<file path="src/rtl/nes_input_pkg.sv">
// nes_input_pkg
//   Shared constants for the NES player-1 controller path:
//   - USB HID keycodes that drive each NES button
//   - bit positions of each button in the {Right,Left,Down,Up,Start,Select,B,A} vector
//   - CPU addresses of the two controller ports
//   - key_to_buttons(): keycode -> button vector lookup (at most one button per key)
package nes_input_pkg;

    // USB HID keycodes
    localparam logic [7:0] KC_A      = 8'h0E;  // 'K'
    localparam logic [7:0] KC_B      = 8'h0D;  // 'J'
    localparam logic [7:0] KC_SELECT = 8'h2C;  // Space
    localparam logic [7:0] KC_START  = 8'h28;  // Enter
    localparam logic [7:0] KC_UP     = 8'h1A;  // 'W'
    localparam logic [7:0] KC_DOWN   = 8'h16;  // 'S'
    localparam logic [7:0] KC_LEFT   = 8'h04;  // 'A'
    localparam logic [7:0] KC_RIGHT  = 8'h07;  // 'D'

    // Button bit positions, in the order the NES shifts them out (A first)
    localparam int unsigned BTN_A      = 0;
    localparam int unsigned BTN_B      = 1;
    localparam int unsigned BTN_SELECT = 2;
    localparam int unsigned BTN_START  = 3;
    localparam int unsigned BTN_UP     = 4;
    localparam int unsigned BTN_DOWN   = 5;
    localparam int unsigned BTN_LEFT   = 6;
    localparam int unsigned BTN_RIGHT  = 7;

    // Controller port addresses on the CPU bus
    localparam logic [15:0] JOY1_ADDR = 16'h4016;
    localparam logic [15:0] JOY2_ADDR = 16'h4017;

    // Unknown keycodes (including 8'h00 = no key) press nothing.
    function automatic logic [7:0] key_to_buttons(input logic [7:0] kc);
        logic [7:0] btn;
        btn = '0;
        case (kc)
            KC_A:      btn[BTN_A]      = 1'b1;
            KC_B:      btn[BTN_B]      = 1'b1;
            KC_SELECT: btn[BTN_SELECT] = 1'b1;
            KC_START:  btn[BTN_START]  = 1'b1;
            KC_UP:     btn[BTN_UP]     = 1'b1;
            KC_DOWN:   btn[BTN_DOWN]   = 1'b1;
            KC_LEFT:   btn[BTN_LEFT]   = 1'b1;
            KC_RIGHT:  btn[BTN_RIGHT]  = 1'b1;
            default:   btn             = '0;
        endcase
        return btn;
    endfunction

endpackage

</file>
<file path="src/rtl/keycode_debouncer.sv">
// keycode_debouncer
//   Filters the raw USB keycode and publishes a stable NES button vector.
//   The keycode must be sampled unchanged on DEBOUNCE_CYCLES consecutive clocks
//   after the clock that first captured it before the button vector follows.
//
// Ports
//   clk_i      system clock
//   rst_ni     asynchronous active-low reset
//   keycode_i  raw USB keycode (8'h00 = no key)
//   buttons_o  debounced {Right,Left,Down,Up,Start,Select,B,A}
module keycode_debouncer #(
    parameter int unsigned DEBOUNCE_CYCLES = 16
) (
    input  logic       clk_i,
    input  logic       rst_ni,
    input  logic [7:0] keycode_i,
    output logic [7:0] buttons_o
);
    import nes_input_pkg::*;

    localparam int unsigned CntW = (DEBOUNCE_CYCLES > 1) ? $clog2(DEBOUNCE_CYCLES) : 1;
    localparam logic [CntW-1:0] CntMax = CntW'(DEBOUNCE_CYCLES - 1);

    logic [7:0]      last_kc_q, last_kc_d;
    logic [CntW-1:0] cnt_q, cnt_d;
    logic [7:0]      buttons_q, buttons_d;

    always_comb begin
        last_kc_d = last_kc_q;
        cnt_d     = cnt_q;
        buttons_d = buttons_q;
        if (keycode_i != last_kc_q) begin
            last_kc_d = keycode_i;
            cnt_d     = '0;
        end else if (cnt_q == CntMax) begin
            // Counter parks here; the vector is rewritten with the same value each cycle.
            buttons_d = key_to_buttons(last_kc_q);
        end else begin
            cnt_d = cnt_q + CntW'(1);
        end
    end

    always_ff @(posedge clk_i or negedge rst_ni) begin
        if (!rst_ni) begin
            last_kc_q <= '0;
            cnt_q     <= '0;
            buttons_q <= '0;
        end else begin
            last_kc_q <= last_kc_d;
            cnt_q     <= cnt_d;
            buttons_q <= buttons_d;
        end
    end

    assign buttons_o = buttons_q;

endmodule

</file>
<file path="src/rtl/nes_controller_port.sv">
// nes_controller_port
//   Player-1 NES controller responder. A debounced USB keycode becomes the
//   8-button vector, which is served to the CPU through the $4016 strobe /
//   serial-shift protocol. $4017 (player 2) reads back as no buttons pressed.
//
// Ports
//   Clk             system clock
//   Reset_n         asynchronous active-low reset
//   cpu_ce          CPU cycle enable, qualifies cpu_rd / cpu_wr
//   cpu_addr        CPU address bus
//   cpu_rd, cpu_wr  single-cycle read / write requests
//   cpu_din         CPU write data (bit 0 is the strobe)
//   cpu_dout        registered controller read data
//   cpu_dout_valid  cpu_dout holds a controller read result
//   keycode         USB keycode from the SoC PIO
//   buttons         debounced button vector, for debug LEDs
module nes_controller_port #(
    parameter int unsigned DEBOUNCE_CYCLES = 16,
    parameter logic [2:0]  OPEN_BUS        = 3'b010
) (
    input  logic        Clk,
    input  logic        Reset_n,
    input  logic        cpu_ce,
    input  logic [15:0] cpu_addr,
    input  logic        cpu_rd,
    input  logic        cpu_wr,
    input  logic [7:0]  cpu_din,
    output logic [7:0]  cpu_dout,
    output logic        cpu_dout_valid,
    input  logic [7:0]  keycode,
    output logic [7:0]  buttons
);
    import nes_input_pkg::*;

    logic       strobe_q, strobe_d;
    logic [7:0] shift_q, shift_d;
    logic [7:0] dout_q, dout_d;
    logic       valid_q, valid_d;

    logic rd_req, joy1_rd, joy2_rd, joy1_wr;

    // Only the strobe bit of the write data is meaningful here.
    logic unused_din;
    assign unused_din = ^cpu_din[7:1];

    keycode_debouncer #(
        .DEBOUNCE_CYCLES(DEBOUNCE_CYCLES)
    ) u_debouncer (
        .clk_i    (Clk),
        .rst_ni   (Reset_n),
        .keycode_i(keycode),
        .buttons_o(buttons)
    );

    assign rd_req  = cpu_ce & cpu_rd;
    assign joy1_rd = rd_req & (cpu_addr == JOY1_ADDR);
    assign joy2_rd = rd_req & (cpu_addr == JOY2_ADDR);
    // $4017 writes belong to the APU frame counter and are not decoded here.
    assign joy1_wr = cpu_ce & cpu_wr & (cpu_addr == JOY1_ADDR);

    always_comb begin
        strobe_d = strobe_q;
        shift_d  = shift_q;
        dout_d   = dout_q;
        valid_d  = valid_q;

        if (joy1_wr) begin
            strobe_d = cpu_din[0];
        end

        // A high strobe reloads every cycle; this includes the write cycle
        // that drops it, which becomes the final capture. A same-cycle write
        // suppresses the shift so the read sees the pre-write bit.
        if (strobe_q) begin
            shift_d = buttons;
        end else if (joy1_rd && !joy1_wr) begin
            shift_d = {1'b1, shift_q[7:1]};
        end

        if (joy1_rd) begin
            dout_d  = {OPEN_BUS, 4'b0000, shift_q[0]};
            valid_d = 1'b1;
        end else if (joy2_rd) begin
            dout_d  = {OPEN_BUS, 5'b00000};
            valid_d = 1'b1;
        end else if (rd_req) begin
            valid_d = 1'b0;
        end
    end

    always_ff @(posedge Clk or negedge Reset_n) begin
        if (!Reset_n) begin
            strobe_q <= 1'b0;
            shift_q  <= '0;
            dout_q   <= '0;
            valid_q  <= 1'b0;
        end else begin
            strobe_q <= strobe_d;
            shift_q  <= shift_d;
            dout_q   <= dout_d;
            valid_q  <= valid_d;
        end
    end

    assign cpu_dout       = dout_q;
    assign cpu_dout_valid = valid_q;

endmodule

</file>
<file path="config.mk">
export PLATFORM = sky130hd
export DESIGN_NAME = nes_controller_port
export DESIGN_NICKNAME = d
export VERILOG_FILES = /design/src/rtl/nes_input_pkg.sv /design/src/rtl/keycode_debouncer.sv /design/src/rtl/nes_controller_port.sv
export SDC_FILE = /design/constraint.sdc
export NUM_CORES = 1
export LEC_CHECK = 0
export BUFFER_PORTS_ARGS = -buffer_cell sky130_fd_sc_hd__buf_2
export CAP_MARGIN = 10
export CORE_ASPECT_RATIO = 2
export CORE_MARGIN = 10
export CORE_UTILIZATION = 45
export CTS_BUF_LIST = sky130_fd_sc_hd__clkbuf_4
export CTS_CLUSTER_DIAMETER = 50
export DETAILED_ROUTE_END_ITERATION = 16
export PLACE_DENSITY = 0.72
export SYNTH_ARGS = -nofsm -noshare
export SYNTH_HDL_FRONTEND = slang
export SYNTH_SLANG_ARGS = --single-unit
</file>
<file path="constraint.sdc">
create_clock -name Clk -period 3.2 [get_ports Clk]
set_input_delay 0.48 -clock Clk [delete_from_list [all_inputs] [get_ports Clk]]
set_output_delay 0.48 -clock Clk [all_outputs]
set_load 0.01 [all_outputs]
</file>
Yosys cells after proc, flatten, opt, wreduce, memory -nomap -nowiden. Cells that the tools add are included.

Add/sub/neg operators: 1. Multiply operators: 0. Div/mod/pow operators: 0. Magnitude comparators: 0. Equal/unequal tests: 13. Shifts and indexed selects: 0. Mux-type cells: 17. Bitwise gates (word level): 6. Reductions and logical operators: 6.

Operators with widths (number): equality test 16 x 15 -> 1 bit (second input constant) (2); 2-to-1 mux 8 bit (4); equality test 8 x 3 -> 1 bit (second input constant) (2); equality test 8 x 4 -> 1 bit (second input constant) (2); equality test 8 x 5 -> 1 bit (second input constant) (2); equality test 8 x 6 -> 1 bit (second input constant) (2); 2-to-1 mux 1 bit (11); 2-to-1 mux 4 bit (2); inequality test 8 bit (1); AND 1 bit (5); adder 4 x 1 -> 4 bit (second input constant) (1); equality test 4 bit (second input constant) (1); nonzero test 2 bit (2); nonzero test 3 bit (1); inequality test 2 x 1 -> 1 bit (second input constant) (1); AND reduction 2 bit (1); logical AND 1 bit (1); zero test 1 bit (1); inverter 1 bit (1).

Flip-flop bits (word level): 38. Latch bits: 0. Memory bits (writable): 0. Memory bits (read-only): 0. Bits of input ports: 37. Output and inout port bits: 17. Logic and storage cells: 50. Memories: 0.

Longest topological paths before layout. Gate-level depths: netlist (run 1).

Word-level depth: 6. Mapped depth: 5. Depth with buffers taken out: 4.

By module. Synthesis (run 1) repeated with hierarchy kept, for this count alone.

Cells, all modules: 156. Area total of the unflattened synthesis: 1642.8 µm².

By module, submodules not included: keycode_debouncer (instances 1, cells an instance 84, area each 940.9 µm², sequential area each 500.5 µm²); nes_controller_port (instances 1, cells an instance 72, area each 701.9 µm², sequential area each 300.3 µm²).

Worst setup path after synthesis (run 1). No wires, ideal clock.

Path kind: input to register. Start: input cpu_addr[9]. End: register dout_q[0] (netlist: cpu_dout[0]). Library setup time: 0.125 ns. Arrival time: 1.612 ns. Data required time: 3.075 ns. Setup slack: 1.463 ns. Stages: 4. Path buffers: 0. Cells stage by stage: nor4_4 -> nand3_2 -> or3_4 -> mux2_4.

Cells in the longest elaborated chain, start to end: 3. Elaborated cells between the ends (all ways): 6. Classes of those cells: 2 x eq/ne; 1 x mux; 2 x bitwise; 1 x reduce/logical.

RTL lines: start: declaration (line nes_controller_port.sv:24) `input logic [15:0] cpu_addr,`; equality test 16 x 15 -> 1 bit, on equally long branches (line nes_controller_port.sv:56, nes_controller_port.sv:57); AND 1 bit, on equally long branches (line nes_controller_port.sv:56, nes_controller_port.sv:57); 2-to-1 mux 8 bit or nonzero test 2 bit (tied branches); end signal: assignment (line nes_controller_port.sv:100) `dout_q <= dout_d;`; end: declaration (line nes_controller_port.sv:37) `logic [7:0] dout_q, dout_d;`.

Parallel ways exist; a longest one is shown, timed or not. A chain may end at the register's enable or synchronous reset.

Final worst setup path (run 1).
Start: register u_debouncer.cnt_q[0]. End: register u_debouncer.buttons_q[3] (netlist: u_debouncer.buttons_o[3]).

Cells in the longest elaborated chain, start to end: 2.

RTL lines: start: declaration (line keycode_debouncer.sv:25) `logic [CntW-1:0] cnt_q, cnt_d;`; start signal: assignment (line keycode_debouncer.sv:50) `cnt_q <= cnt_d;`; equality test 4 bit (line keycode_debouncer.sv:35) `end else if (cnt_q == CntMax) begin`; AND reduction 2 bit (no line); end signal: assignment (line keycode_debouncer.sv:51) `buttons_q <= buttons_d;`; end: declaration (line keycode_debouncer.sv:26) `logic [7:0] buttons_q, buttons_d;`.

Every way passes these cells.

==> results of run 1 <==
## cells in the mapped netlist (all sizes together)
cell type,n
nor3,6
xnor2,9
or4,1
nand2,6
nand2b,1
dfrtp,32
conb,1
buf,6
and3,1
and3b,2
inv,3
a31oi,8
mux2,7
a22oi,2
or2b,1
or3,2
clkbuf,11
nor3b,2
a21oi,6
nand3b,2
or2,1
nand3,5
o21ai,8
nor2b,8
and4bb,2
ha,1
nor2,5
nor4,4
mux2i,4
nand4,3
nand4b,1
## report_power, final
part           internal, mW  switching (mW)
clock network         0.101           0.129
registers             0.410         0.00801
logic                0.0257          0.0297
## metrics by stage
step	power, mW	utilization (%)	std cells	setup WS [ns]	hold WS, ns
after floorplan	0.456	-	156	1.46	0.184
after global placement	0.479	52.8	227	1.24	0.448
after detailed placement	0.482	52.8	227	1.21	0.449
after CTS	0.717	54.4	235	1.35	0.207
after global routing	0.739	54.4	235	1.26	0.235
final	0.703	54.4	235	1.37	0.191
## flip-flops by register name, indices dropped and copies added (netlist names)
signal / count
u_debouncer.cnt_q: 4
strobe_q: 1
cpu_dout: 2
cpu_dout_valid: 1
shift_q: 8
u_debouncer.last_kc_q: 8
u_debouncer.buttons_o: 8
## worst reg2reg max path, stage by stage, from the launching register on
cell	delay, ns
dfrtp_1	0.42
ha_1	0.23
nand3_1	0.21
nor3_4	0.48
mux2_2	0.39
## routing by layer
metal,GRT usage [%],vias to the layer above,share of wire (%)
met1,10.9,574,40
met2,19.6,40,52
met3,4.28,6,6.3
li1,-,587,-
met4,3.54,0,1.3
met5,0,-,0
## kinds of logic (layout without fill, tap and decap cells)
| family | after synthesis | in the layout |
|---|---|---|
| AO/OA/AOI/OAI | 24 | 24 |
| XOR/XNOR | 9 | 9 |
| adder cells (fa/ha/maj) | 1 | 1 |
| buffers and inverters | 20 | 51 |
| flip-flops | 32 | 32 |
| multiplexers | 11 | 11 |
| other | 1 | 6 |
| AND/OR/NAND/NOR | 53 | 53 |
## area by class of cell
| type | count | area [µm²] |
|---|---|---|
| Tap cell | 48 | 60.1 |
| Sequential cell | 32 | 801 |
| Timing Repair Buffer | 40 | 200 |
| Clock buffer | 7 | 52.6 |
| Clock inverter | 1 | 3.75 |
| Multi-Input combinational cell | 104 | 751 |
| Inverter | 3 | 11.3 |
| Fill cell | 319 | 1570 |
## final timing paths
| path | startpoint | endpoint | slack [ns] | cells past startpoint |
|---|---|---|---|---|
| worst min-delay path | Reset_n | shift_q[5] | 0.19 | 1 |
| max in group asynchronous | Reset_n | u_debouncer.last_kc_q[0] | 2.57 | 1 |
| worst max-delay path | u_debouncer.cnt_q[0] | u_debouncer.buttons_o[3] | 1.37 | 4 |
| min in group Clk | keycode[1] | u_debouncer.last_kc_q[1] | 0.28 | 1 |
| worst min register to register | cpu_dout[6] | cpu_dout[6] | 0.47 | 1 |
| worst max register to register | u_debouncer.cnt_q[0] | u_debouncer.buttons_o[3] | 1.37 | 4 |
==> out/qor.yml, run 1 <==
timing:
  clock.fmax_mhz: 547
  final.setup_skew_ns: 0.0115
  hold_viol: 0
  fin_crit_ns: 1.83
  fin_crit_sh_pct: 57.2
  relSlewSlack_pct: 54.0
  rsz0062_at_grt: "no"
  slew_violations: 0
  worst_pin_slew_ns: 0.690
  setup-tns-final_ns: 0
  setup_violations: 0
global_route:
  grt_use_total_pct: 10.8
  grt_max_degree: 33
  grt_pass1_vias: 1303
  grt_overflow: 0
  grt_first_pass_wirelength_mm: 5.94
  antenna_found_initial: 0
yosys:
  ys_ff_latch: 32
  yosysSeqAreaShare_pct: 49.1
  synthAdderAreaFrac_pct: 0.767
  synth-compound-area-share_pct: 8.29
  ys_warn_count: 0
  yosys.area.top_type: "dfrtp_1"
  synth_xor_area_share_pct: 4.83
  synthCells: 151
  synth_mux_area_share_pct: 7.52
  synth.area.top_cells: "dfrtp_1, xnor2_1, mux2_2, a31oi_1, nor2b_1"
  syn-cell-area_um2: 1630
  synth_top_family_by_area: "simple AND/OR/NAND/NOR gates"
  synth_area_per_cell_um2: 10.8
  synth_simple_gate_area_share_pct: 23.3
  netlist.area_leader.share_pct: 49.1
  yosys.cell_types.count: 35
final_layout:
  drive_gt1_share_pct: 34.8
  mostFrequentLayoutCell: "buf_2"
  fin_area_um2: 1880
  antenna_cells: 0
  nets: 224
  layout_common_cells: "buf_2, dfrtp_1, xnor2_1"
  syn2layout_area_growth_pct: 15.3
routing:
  vias_per_cell: 5.14
  drt_iter0_drc: 32
  drc: 0
  routed_wl_mm: 3.55
  drtAntennaViolNets: 0
  wl_per_cell_um: 15.1
  dr.pass1.iters: 4
  vias: 1207
floorplan:
  num_io_pins: 54
  rows: 30
  die_w_um: 62.6
  initial_core_util_pct: 47.2
  die_h_um: 105
  core-area_um2: 3450
  fp.dieArea_um2: 6580
place:
  placement.cell_area_um2: 1820
  gp_congestion: 0.809
  numPortBuffers: 40
  dpl.hpwl_mm: 2.84
clocking:
  clk_pin_slew_ns: 0.10
  htree_levels: 2
  cts_setup_buffers: 0
  post_cts_resized: 0
  cts_root_buffer: "clkbuf_4"
  clk_latency_ns: 0.33
  cts.sinks: 32
  holdBufCountCts: 0
  cts_tree: "yes"
  cts_buffer_depth: 2
  numCtsBuffers: 5
worst_setup_path:
  worstPathCellList: "ha_1 > nand3_1 > nor3_4 > mux2_2"
  start_kind: "flop"
  slowest_stage: "nor3_4"
  crit_fanout: 8
  crit_required_ns: 3.41
  path_delay_family: "simple AND/OR/NAND/NOR gates"
  slowest_delay_ns: 0.48
  end_kind: "flop"
  critPathBufInv: 0
  critPathKind: "flop to flop"
  arrival_ns: 2.04
power_and_ir_drop:
  peakVddDrop_v: 0.000272
  powerDensity_nw_per_um2: 374
  leakage_nw: 0.901
job:
  maxCapViolCount: 0
hold_path:
  hold_class: "input pin to asynchronous set/reset pin"
status:
  status: "finished clean"
No activity file was read; power rests on OpenSTA's default activity.
==> run 2, diff against run 1 <==
Clock period 3.2 ns to 1.9 ns, I/O delays scaled along.
==> run 2 against run 1 <==
Final cell count is 1.3% higher; core utilization is 1.4 points higher; critical endpoint is now u_debouncer.buttons_o[4]; clock skew is 0.0054 ns lower; clock power is 130% higher; largest power group unchanged; sequential cell count stayed put; sequential power is 68% higher; clock-buffer cell count is 1 lower; global-route usage is 0.37 points higher; power is 87% higher.
==> out/qor.yml, run 2 (synthesis gave the netlist of run 1 again) <==
status:
  status: "finished clean"
clocking:
  numCtsBuffers: 5  # unchanged
  cts.sinks: 32  # unchanged
  clk_latency_ns: 0.34  # about the same
  cts_setup_buffers: 0  # unchanged
  cts_buffer_depth: 2  # unchanged
  cts_tree: "yes"
  cts_root_buffer: "clkbuf_4"
  clk_pin_slew_ns: 0.09  # about the same
  htree_levels: 2  # unchanged
  post_cts_resized: 0  # unchanged
worst_setup_path:
  r2r_slack_ns: 0.20  # -1.17 ns
  crit_end: "u_debouncer.buttons_o[4]"
  reg2reg_depth: 4  # unchanged
  critPathKind: "flop to flop"
  end_kind: "flop"
  reg2reg_from: "u_debouncer.last_kc_q[1]"
  start_kind: "flop"
  crit_fanout: 6  # -2
  setup.worst_path.start: "u_debouncer.last_kc_q[1]"
  arrival_ns: 1.93  # -0.11 ns
  reg2reg_to: "u_debouncer.buttons_o[4]"
  crit_required_ns: 2.13  # -1.28 ns
final_layout:
  fillers: 334  # +4.7%
  antenna_cells: 0  # unchanged
  nets: 227  # +1.3%
  drive_gt1_share_pct: 35.8  # +1.0 points
  layout_common_cells: "buf_2, dfrtp_1, xnor2_1"
  syn2layout_area_growth_pct: 18.3
  mostFrequentLayoutCell: "buf_2"
timing:
  slew_violations: 0  # unchanged
  setup-tns-final_ns: 0  # unchanged
  fin_crit_ns: 1.70  # -0.132 ns
  relSlewSlack_pct: 53.7  # -0.26 points
  worst_pin_slew_ns: 0.694  # +0.00386 ns
  clock.fmax_mhz: 589  # +7.8%
  hold_viol: 0  # unchanged
  fin_crit_sh_pct: 89.3  # +32 points
  final.setup_skew_ns: 0.00616  # -0.00535 ns
  setup_violations: 0  # unchanged
  rsz0062_at_grt: "no"
routing:
  drt_iter0_drc: 32  # unchanged
  routed_wl_mm: 3.72  # +4.7%
  drtAntennaViolNets: 0  # unchanged
  vias_per_cell: 5.36  # +4.4%
  wl_per_cell_um: 15.6  # +3.4%
  drc: 0  # unchanged
  dr.pass1.iters: 4  # unchanged
  vias: 1276  # +5.7%
place:
  gp_congestion: 0.839  # +3.7%
  dpl.hpwl_mm: 2.95  # +4.0%
  numPortBuffers: 40  # unchanged
floorplan:
  die_w_um: 62.6  # unchanged
  initial_core_util_pct: 47.2  # unchanged
  fp.dieArea_um2: 6580  # unchanged
  core-area_um2: 3450  # unchanged
  die_h_um: 105  # unchanged
  rows: 30  # unchanged
  num_io_pins: 54  # unchanged
power_and_ir_drop:
  leakage_nw: 0.926  # +2.8%
  powerDensity_nw_per_um2: 683  # +83%
  power_mw: 1.32  # +87%
  peakVddDrop_v: 0.000495  # +82%
global_route:
  antenna_found_initial: 0  # unchanged
  grt_use_total_pct: 11.2  # +0.37 points
  grt_first_pass_wirelength_mm: 6.02  # +1.3%
  grt_overflow: 0  # unchanged
  grt_max_degree: 33  # unchanged
  grt_pass1_vias: 1327  # +1.8%
hold_path:
  hold_class: "input pin to flop"
  hold_start: "keycode[2]"
  hold_depth: 1
job:
  maxCapViolCount: 0  # unchanged
[run 2: cell count changes in the layout (fill, tap and decap cells not counted), sizes merged]
cell         previous run  this run
buf                    40        42
clkbuf                  7         6
bufinv                  0         1
dlygate4sd3             0         1
[run 2: metrics by stage]
stage,instances,instance area [µm²],utilization (%),hold slack [ns],setup slack (ns)
floorplan,156,1650,-,-0.0106,0.249
detailed placement,229,1840,53.2,0.368,0.118
global route,238,1930,55.8,0.0518,0.0537
CTS,238,1930,55.8,0.0526,0.113
global placement,229,1840,53.2,0.361,0.195
finish,238,1930,55.8,0.0701,0.203
[run 2: timing repair]
action,CTS,global route
setup endpoints to repair,0,4
endpoints found under the hold margin,32,0
hold buffers,1,0
[run 2: metal layers]
layer	GRT usage, %	wire length [µm]	vias up
li1	-	-	598
met1	10.3	1390	611
met2	19.8	1930	54
met3	5.24	288	13
met4	5.79	109	0
met5	0	0	-
[run 2: report_power, final]
group | total (mW) | switching [mW] | internal [mW]
logic | 0.0956 | 0.0511 | 0.0446
registers | 0.704 | 0.0142 | 0.690
clock network | 0.518 | 0.228 | 0.290
[run 2: how the worst min path moves through the flow]
stage / endpoint / slack [ns]
2_1_floorplan: cpu_dout[0] / -0.01
3_3_place_gp: shift_q[2] / 0.36
3_5_place_dp: shift_q[2] / 0.37
4_1_cts: u_debouncer.last_kc_q[2] / 0.05
5_1_grt: u_debouncer.last_kc_q[1] / 0.05
6_report: u_debouncer.last_kc_q[2] / 0.07
[run 2: final cells by class]
| class | count | area [µm²] | area share [%] |
|---|---|---|---|
| Clock buffer | 6 | 45.0 | 2.34 |
| Multi-Input combinational cell | 104 | 751 | 38.9 |
| Timing Repair Buffer | 43 | 225 | 11.7 |
| Tap cell | 48 | 60.1 | 3.11 |
| Clock inverter | 2 | 35.0 | 1.82 |
| Inverter | 3 | 11.3 | 0.584 |
| Sequential cell | 32 | 801 | 41.5 |
[run 2: worst max-delay path: stages, from the launching register on]
cell,delay [ns]
dfrtp_1,0.46
xnor2_1,0.20
nand4_1,0.20
nor3_4,0.36
mux2_2,0.38
